[src/rtl/hazard_controller_pkg.sv]
// Shared types and constants for the pipeline hazard controller.
// State encodings, the default register-address width and the control-vector presets live here.
package hazard_controller_pkg;

    localparam int unsigned REGS_WIDTH_DEF = 5;

    typedef enum logic {
        ST_RUN     = 1'b0,
        ST_MD_BUSY = 1'b1
    } md_state_e;

    // Pipeline control vector produced by the priority logic
    typedef struct packed {
        logic pc_en;
        logic if_id_en;
        logic if_id_flush;
        logic id_ex_flush;
        logic ex_hold;
        logic md_busy;
    } hz_ctrl_t;

    localparam hz_ctrl_t CTRL_NORMAL = '{1'b1, 1'b1, 1'b0, 1'b0, 1'b0, 1'b0};
    localparam hz_ctrl_t CTRL_RESET  = '{1'b1, 1'b1, 1'b1, 1'b1, 1'b0, 1'b0};
    localparam hz_ctrl_t CTRL_BRANCH = '{1'b1, 1'b1, 1'b1, 1'b1, 1'b0, 1'b0};
    localparam hz_ctrl_t CTRL_STALL  = '{1'b0, 1'b0, 1'b0, 1'b1, 1'b0, 1'b0};
    localparam hz_ctrl_t CTRL_MD     = '{1'b0, 1'b0, 1'b0, 1'b0, 1'b1, 1'b1};

endpackage

[src/rtl/hazard_controller_if.sv]
// Pipeline-to-hazard-controller signal bundle.
// The master modport is the pipeline side; the slave modport is the controller.
interface hazard_controller_if #(
    parameter int unsigned REGS_WIDTH = 5,
    parameter int unsigned CNT_W      = 16
);
    logic                  id_use_rs1;
    logic                  id_use_rs2;
    logic [REGS_WIDTH-1:0] id_rs1;
    logic [REGS_WIDTH-1:0] id_rs2;
    logic                  id_is_md;
    logic                  ex_wr_reg;
    logic [REGS_WIDTH-1:0] ex_rd;
    logic                  ex_is_load;
    logic                  mem_wr_reg;
    logic [REGS_WIDTH-1:0] mem_rd;
    logic                  ex_branch_taken;

    logic                  pc_en;
    logic                  if_id_en;
    logic                  if_id_flush;
    logic                  id_ex_flush;
    logic                  ex_hold;
    logic                  md_busy;
    logic [CNT_W-1:0]      stall_cycles;

    modport master (
        output id_use_rs1, id_use_rs2, id_rs1, id_rs2, id_is_md,
               ex_wr_reg, ex_rd, ex_is_load, mem_wr_reg, mem_rd, ex_branch_taken,
        input  pc_en, if_id_en, if_id_flush, id_ex_flush, ex_hold, md_busy, stall_cycles
    );

    modport slave (
        input  id_use_rs1, id_use_rs2, id_rs1, id_rs2, id_is_md,
               ex_wr_reg, ex_rd, ex_is_load, mem_wr_reg, mem_rd, ex_branch_taken,
        output pc_en, if_id_en, if_id_flush, id_ex_flush, ex_hold, md_busy, stall_cycles
    );

endinterface

[src/rtl/hazard_md_timer.sv]
// Multi-cycle (mul/div) occupancy timer: RUN/MD_BUSY FSM with a down-counter.
// EX is held for MD_LATENCY-1 cycles after the op enters EX.
module hazard_md_timer
    import hazard_controller_pkg::*;
#(
    parameter int unsigned MD_LATENCY = 4
) (
    input  logic clk,
    input  logic rst,
    input  logic start_i,
    output logic md_busy_o
);

    localparam int unsigned CNT_BITS = (MD_LATENCY > 2) ? $clog2(MD_LATENCY) : 1;
    localparam logic [CNT_BITS-1:0] CNT_LOAD = CNT_BITS'(MD_LATENCY - 2);

    md_state_e           state_q;
    logic [CNT_BITS-1:0] md_cnt_q;

    always_ff @(posedge clk) begin
        if (rst) begin
            state_q  <= ST_RUN;
            md_cnt_q <= '0;
        end else begin
            unique case (state_q)
                ST_RUN: begin
                    if (start_i) begin
                        state_q  <= ST_MD_BUSY;
                        md_cnt_q <= CNT_LOAD;
                    end
                end
                ST_MD_BUSY: begin
                    if (md_cnt_q == '0) begin
                        state_q <= ST_RUN;
                    end else begin
                        md_cnt_q <= md_cnt_q - CNT_BITS'(1);
                    end
                end
            endcase
        end
    end

    // Reset forces the idle view immediately, even mid-op
    assign md_busy_o = (state_q == ST_MD_BUSY) && !rst;

endmodule

[src/rtl/hazard_controller.sv]
// Pipeline hazard controller: load-use / RAW stall detection, branch flush and mul/div hold.
// Define FORWARDING_EN when EX and MEM results are forwarded (only load-use then stalls).
module hazard_controller
    import hazard_controller_pkg::*;
#(
    parameter int unsigned REGS_WIDTH = REGS_WIDTH_DEF,
    parameter int unsigned MD_LATENCY = 4,
    parameter int unsigned CNT_W      = 16
) (
    input  logic                clk,
    input  logic                rst,
    hazard_controller_if.slave  bus
);

    logic [REGS_WIDTH-1:0] rs1;
    logic [REGS_WIDTH-1:0] rs2;
    logic [REGS_WIDTH-1:0] ex_rd;
    logic                  rs1_live;
    logic                  rs2_live;
    logic                  load_use;
    logic                  data_stall;
    logic                  md_busy;
    logic                  md_start;
    hz_ctrl_t              ctrl_c;
    logic [CNT_W-1:0]      stall_cnt_q;
    logic [CNT_W-1:0]      stall_cnt_d;

    assign rs1   = bus.id_rs1;
    assign rs2   = bus.id_rs2;
    assign ex_rd = bus.ex_rd;

    // x0 is never a hazard source
    assign rs1_live = bus.id_use_rs1 && (rs1 != '0);
    assign rs2_live = bus.id_use_rs2 && (rs2 != '0);

    assign load_use = bus.ex_wr_reg && bus.ex_is_load &&
                      ((rs1_live && (rs1 == ex_rd)) || (rs2_live && (rs2 == ex_rd)));

`ifdef FORWARDING_EN
    logic unused_mem;
    assign unused_mem = ^{bus.mem_wr_reg, bus.mem_rd};
    assign data_stall = load_use;
`else
    logic ex_raw;
    logic mem_raw;
    assign ex_raw  = bus.ex_wr_reg &&
                     ((rs1_live && (rs1 == ex_rd)) || (rs2_live && (rs2 == ex_rd)));
    assign mem_raw = bus.mem_wr_reg &&
                     ((rs1_live && (rs1 == bus.mem_rd)) || (rs2_live && (rs2 == bus.mem_rd)));
    assign data_stall = load_use || ex_raw || mem_raw;
`endif

    // A multi-cycle op enters EX only when it is neither stalled nor squashed
    assign md_start = bus.id_is_md && !data_stall && !bus.ex_branch_taken;

    hazard_md_timer #(
        .MD_LATENCY (MD_LATENCY)
    ) u_md_timer (
        .clk       (clk),
        .rst       (rst),
        .start_i   (md_start),
        .md_busy_o (md_busy)
    );

    // Priority: reset > mul/div busy > taken branch > data stall > normal
    always_comb begin
        ctrl_c = CTRL_NORMAL;
        if (rst) begin
            ctrl_c = CTRL_RESET;
        end else if (md_busy) begin
            ctrl_c = CTRL_MD;
        end else if (bus.ex_branch_taken) begin
            ctrl_c = CTRL_BRANCH;
        end else if (data_stall) begin
            ctrl_c = CTRL_STALL;
        end
    end

    assign bus.pc_en       = ctrl_c.pc_en;
    assign bus.if_id_en    = ctrl_c.if_id_en;
    assign bus.if_id_flush = ctrl_c.if_id_flush;
    assign bus.id_ex_flush = ctrl_c.id_ex_flush;
    assign bus.ex_hold     = ctrl_c.ex_hold;
    assign bus.md_busy     = ctrl_c.md_busy;

    // Saturating count of frozen-PC cycles
    always_comb begin
        stall_cnt_d = stall_cnt_q;
        if (!ctrl_c.pc_en && (stall_cnt_q != '1)) begin
            stall_cnt_d = stall_cnt_q + CNT_W'(1);
        end
    end

    always_ff @(posedge clk) begin
        if (rst) begin
            stall_cnt_q <= '0;
        end else begin
            stall_cnt_q <= stall_cnt_d;
        end
    end

    assign bus.stall_cycles = stall_cnt_q;

endmodule
[src/flat_wrapper.sv]
// flat-port wrapper written by rule: the top's interface ports become plain ports
module hazard_controller_flat import hazard_controller_pkg::*;
#(
    parameter int unsigned REGS_WIDTH = REGS_WIDTH_DEF,
    parameter int unsigned MD_LATENCY = 4,
    parameter int unsigned CNT_W      = 16
)
  (clk, rst, bus_id_use_rs1, bus_id_use_rs2, bus_id_rs1, bus_id_rs2, bus_id_is_md, bus_ex_wr_reg, bus_ex_rd, bus_ex_is_load, bus_mem_wr_reg, bus_mem_rd, bus_ex_branch_taken, bus_pc_en, bus_if_id_en, bus_if_id_flush, bus_id_ex_flush, bus_ex_hold, bus_md_busy, bus_stall_cycles);
  hazard_controller_if #(.REGS_WIDTH(REGS_WIDTH), .CNT_W(CNT_W)) bus_i ();
  input  logic clk;
  input  logic rst;
  input wire logic [$bits(bus_i.id_use_rs1)-1:0] bus_id_use_rs1;
  input wire logic [$bits(bus_i.id_use_rs2)-1:0] bus_id_use_rs2;
  input wire logic [$bits(bus_i.id_rs1)-1:0] bus_id_rs1;
  input wire logic [$bits(bus_i.id_rs2)-1:0] bus_id_rs2;
  input wire logic [$bits(bus_i.id_is_md)-1:0] bus_id_is_md;
  input wire logic [$bits(bus_i.ex_wr_reg)-1:0] bus_ex_wr_reg;
  input wire logic [$bits(bus_i.ex_rd)-1:0] bus_ex_rd;
  input wire logic [$bits(bus_i.ex_is_load)-1:0] bus_ex_is_load;
  input wire logic [$bits(bus_i.mem_wr_reg)-1:0] bus_mem_wr_reg;
  input wire logic [$bits(bus_i.mem_rd)-1:0] bus_mem_rd;
  input wire logic [$bits(bus_i.ex_branch_taken)-1:0] bus_ex_branch_taken;
  output wire logic [$bits(bus_i.pc_en)-1:0] bus_pc_en;
  output wire logic [$bits(bus_i.if_id_en)-1:0] bus_if_id_en;
  output wire logic [$bits(bus_i.if_id_flush)-1:0] bus_if_id_flush;
  output wire logic [$bits(bus_i.id_ex_flush)-1:0] bus_id_ex_flush;
  output wire logic [$bits(bus_i.ex_hold)-1:0] bus_ex_hold;
  output wire logic [$bits(bus_i.md_busy)-1:0] bus_md_busy;
  output wire logic [$bits(bus_i.stall_cycles)-1:0] bus_stall_cycles;
  assign bus_i.id_use_rs1 = bus_id_use_rs1;
  assign bus_i.id_use_rs2 = bus_id_use_rs2;
  assign bus_i.id_rs1 = bus_id_rs1;
  assign bus_i.id_rs2 = bus_id_rs2;
  assign bus_i.id_is_md = bus_id_is_md;
  assign bus_i.ex_wr_reg = bus_ex_wr_reg;
  assign bus_i.ex_rd = bus_ex_rd;
  assign bus_i.ex_is_load = bus_ex_is_load;
  assign bus_i.mem_wr_reg = bus_mem_wr_reg;
  assign bus_i.mem_rd = bus_mem_rd;
  assign bus_i.ex_branch_taken = bus_ex_branch_taken;
  assign bus_pc_en = bus_i.pc_en;
  assign bus_if_id_en = bus_i.if_id_en;
  assign bus_if_id_flush = bus_i.if_id_flush;
  assign bus_id_ex_flush = bus_i.id_ex_flush;
  assign bus_ex_hold = bus_i.ex_hold;
  assign bus_md_busy = bus_i.md_busy;
  assign bus_stall_cycles = bus_i.stall_cycles;
  hazard_controller #(.REGS_WIDTH(REGS_WIDTH), .MD_LATENCY(MD_LATENCY), .CNT_W(CNT_W)) u_core (.clk(clk), .rst(rst), .bus(bus_i));
endmodule
[config.mk]
export PLATFORM = sky130hd
export DESIGN_NAME = hazard_controller_flat
export DESIGN_NICKNAME = d
export VERILOG_FILES = /design/src/rtl/hazard_controller_pkg.sv /design/src/rtl/hazard_controller_if.sv /design/src/rtl/hazard_md_timer.sv /design/src/rtl/hazard_controller.sv /design/src/flat_wrapper.sv
export SDC_FILE = /design/constraint.sdc
export NUM_CORES = 1
export LEC_CHECK = 0
export CAP_MARGIN = 20
export CORE_MARGIN = 2
export CORE_UTILIZATION = 40
export DETAILED_ROUTE_END_ITERATION = 10
export GPL_ROUTABILITY_DRIVEN = 0
export PLACE_DENSITY = 0.72
export SYNTH_ARGS = -nofsm -noshare
export SYNTH_HDL_FRONTEND = slang
export SYNTH_SLANG_ARGS = --single-unit
export TNS_END_PERCENT = 20
[constraint.sdc]
create_clock -name clk -period 3.4 [get_ports clk]
set_input_delay 0.85 -clock clk [delete_from_list [all_inputs] [get_ports clk]]
set_output_delay 0.85 -clock clk [all_outputs]
set_load 0.1 [all_outputs]
==> results.toml <==
[drt]
vias_per_cell = 5.40
wl_met2_um = 1940
wire_per_inst_um = 14.2
drt-met1-wl_um = 1580
top_layer = "met4"
drt-total-wl_um = 3680
drt-pass1-iter-count = 4
ant_nets = 0
num_vias = 1405
drt_iter0_drc = 70
routed-wl-met3_um = 148
post-route-drc-count = 0

[worst_setup_path]
r2r-start = "u_core.bus.stall_cycles[0]"
setup.worst_path.class = "input port to output port"
cp-start-kind = "input port"
critPathMaxStageDelay_ns = 0.52
cp.arrival_ns = 2.45
cp_num_buf_inv = 2
cp-startpoint = "bus_id_rs1[0]"
crit_required_ns = 2.55
crit_chain = "dlygate4sd2_1 > or4_1 > o21a_1 > a31oi_2 > and2_4 > buf_12"
worstSetupEndpointType = "output port"
path_max_fanout = 3
slowest_stage = "or4_1"
path_delay_family = "simple AND/OR/NAND/NOR gates"

[yosys]
synth_top_family_by_area = "simple AND/OR/NAND/NOR gates"
synth.largest_area_cell = "dfxtp_1"
synth_edf_count = 0
async_flop_share_pct = 0
synth-warning-count = 0
synth-simple-area-share_pct = 26.9
synthXorXnorAreaFrac_pct = 13.8
netlist_instances = 156
ys_top_cells_by_area = "dfxtp_1 29%, xnor2_1 14%, or4_1 5.1%, nand2_1 4.2%, nand4_1 3.8%"
synth_top_area_share_pct = 28.5
synth.area.mux_share_pct = 3.10
synthFlopType = "dfxtp_1"
synth_compound_area_share_pct = 19.9
synth.ff_latch_count = 19
synth_fa_ha_area_share_pct = 1.88
seq_area_frac_synth_pct = 28.5
synth_nets = 187
syn-mean-instance-area_um2 = 8.54
synthesis.area_um2 = 1330
ys_types = 46

[timing]
fmax_mhz = 303
slew_violations = 0
grt_setup_unrepaired = "no"
worstMarginPinSlew_ns = 0.369
hold_viol = 0
period_needed_ns = 3.30
setup_ws_ns = 0.0992
finalCritPeriodShare_pct = 97.1
max_slew_margin_pct = 75.0
setup_viol = 0
skew_ns = 0.00580

[clock_network]
cts_buffers = 3
cts_hold_buf = 0
clock-sinks = 19
insertion_delay_ns = 0.30
cts_tree = "yes"
cts-root-buf = "clkbuf_4"
htree_num_levels = 1
cts_buffer_depth = 2
clkTransAtPathRegs_ns = 0.10

[finish]
layout_common_cells = "32 x buf_4, 21 x xnor2_1, 19 x clkdlybuf4s50_1, 19 x dfxtp_1, 15 x nand2_1"
fin_util_pct = 65.4
layout-drive-gt1-share_pct = 27.8
area_delta_synth_final_pct = 52.3
fin_area_um2 = 2030
num-fill-cells = 267
layout.nets = 248
final_cell_count_no_fill = 260
diodes = 0
mostFrequentLayoutCell = "buf_4"

[die]
die_x_um = 61.7
die_h_um = 61.7
start_util_pct = 42.9
die-area_um2 = 3810
coreArea_um2 = 3100
ios = 51
num_rows = 20

[placement]
dp_cells = 253
dp_worst_setup_slack_ns = -0.173
io_buffers = 49
placed_cell_area_um2 = 1950
dpl.hpwl_um = 2910

[power_and_ir_drop]
ir_drop_uv = 173
leakagePower_nw = 0.807
power_mw = 0.501
pwr_density_cell_nw_per_um2 = 247

[grt]
grt_usage_pct = 19.5
grt.overflow.total = 0
first_global_vias = 1267
grt_max_degree = 18
antenna_found_initial = 0
grt_pass1_wl_um = 5650

[worst_hold_path]
min_from = "u_core.u_md_timer.md_cnt_q[1]"
hp-class = "flop to flop"

[outcome]
outcome = "finished, final reports clean"

[job]
cap_violations = 0
## stage by stage
stage	TNS, ns	hold WS (ns)
2_1_floorplan	0	0.456
5_1_grt	0	0.527
4_1_cts	0	0.494
3_3_place_gp	-0.336	0.470
3_5_place_dp	-0.414	0.477
6_report	0	0.496
## worst paths after layout
path,end,slack [ns],cells after the start
worst max-delay path,bus_if_id_en,0.1,6
worst min-delay path,u_core.u_md_timer.md_cnt_q[1],0.50,2
worst max register to register,u_core.bus.stall_cycles[13],1.07,6
worst min register to register,u_core.u_md_timer.md_cnt_q[1],0.50,2
## worst min-delay path: stages, from the launching register on
cell,delay [ns]
dfxtp_1,0.31
inv_1,0.07
a221oi_1,0.07
## Yosys cell counts, types with 3 or more instances
| cell type | number |
|---|---|
| a21oi_1 | 5 |
| buf_4 | 3 |
| inv_1 | 6 |
| nand4_1 | 8 |
| xnor2_1 | 21 |
| or4_1 | 9 |
| mux2i_1 | 3 |
| buf_2 | 3 |
| dfxtp_1 | 19 |
| nand3_1 | 4 |
| nor2_1 | 10 |
| o31ai_1 | 6 |
| nand2_1 | 15 |
| a21oi_2 | 3 |
## sequential cells by signal, indices dropped and copies added (netlist names)
| register | cells |
|---|---|
| u_core.bus.stall_cycles | 16 |
| u_core.u_md_timer.md_cnt_q | 2 |
| u_core.u_md_timer.state_q | 1 |
## routing by layer
metal	vias to the layer above	GRT usage, %
li1	705	-
met5	-	0
met3	3	4.97
met1	668	24.1
met4	0	4.26
met2	29	34.3
## logic make-up (layout without fill, tap and decap cells)
kind of cell | Yosys count | after routing
multiplexers | 4 | 4
XOR/XNOR | 21 | 21
buffers and inverters | 15 | 75
AND/OR/NAND/NOR | 61 | 61
AO/OA/AOI/OAI | 34 | 34
flip-flops | 19 | 19
adder cells (fa/ha/maj) | 2 | 2
## where the power goes
part	switching [mW]	internal, mW
registers	0.00156	0.225
clock network	0.0698	0.0439
logic	0.0818	0.0781
## final cells by class
cell class	count	area, µm²	share of cell area [%]
clock buffer	3	22.5	1.11
clock inverter	1	5.00	0.247
inverter	6	22.5	1.11
multi-input combinational	122	905	44.6
sequential	19	380	18.7
tap	44	55.1	2.71
timing repair buffer	65	639	31.5
## what timing repair did
item,in CTS,in global routing
hold endpoints to repair,0,0
endpoints found under the setup margin,3,3
pin swaps,4,7
setup buffers,2,1
resized for setup,7,6
Note: power is estimated with default switching activity, not from simulation.
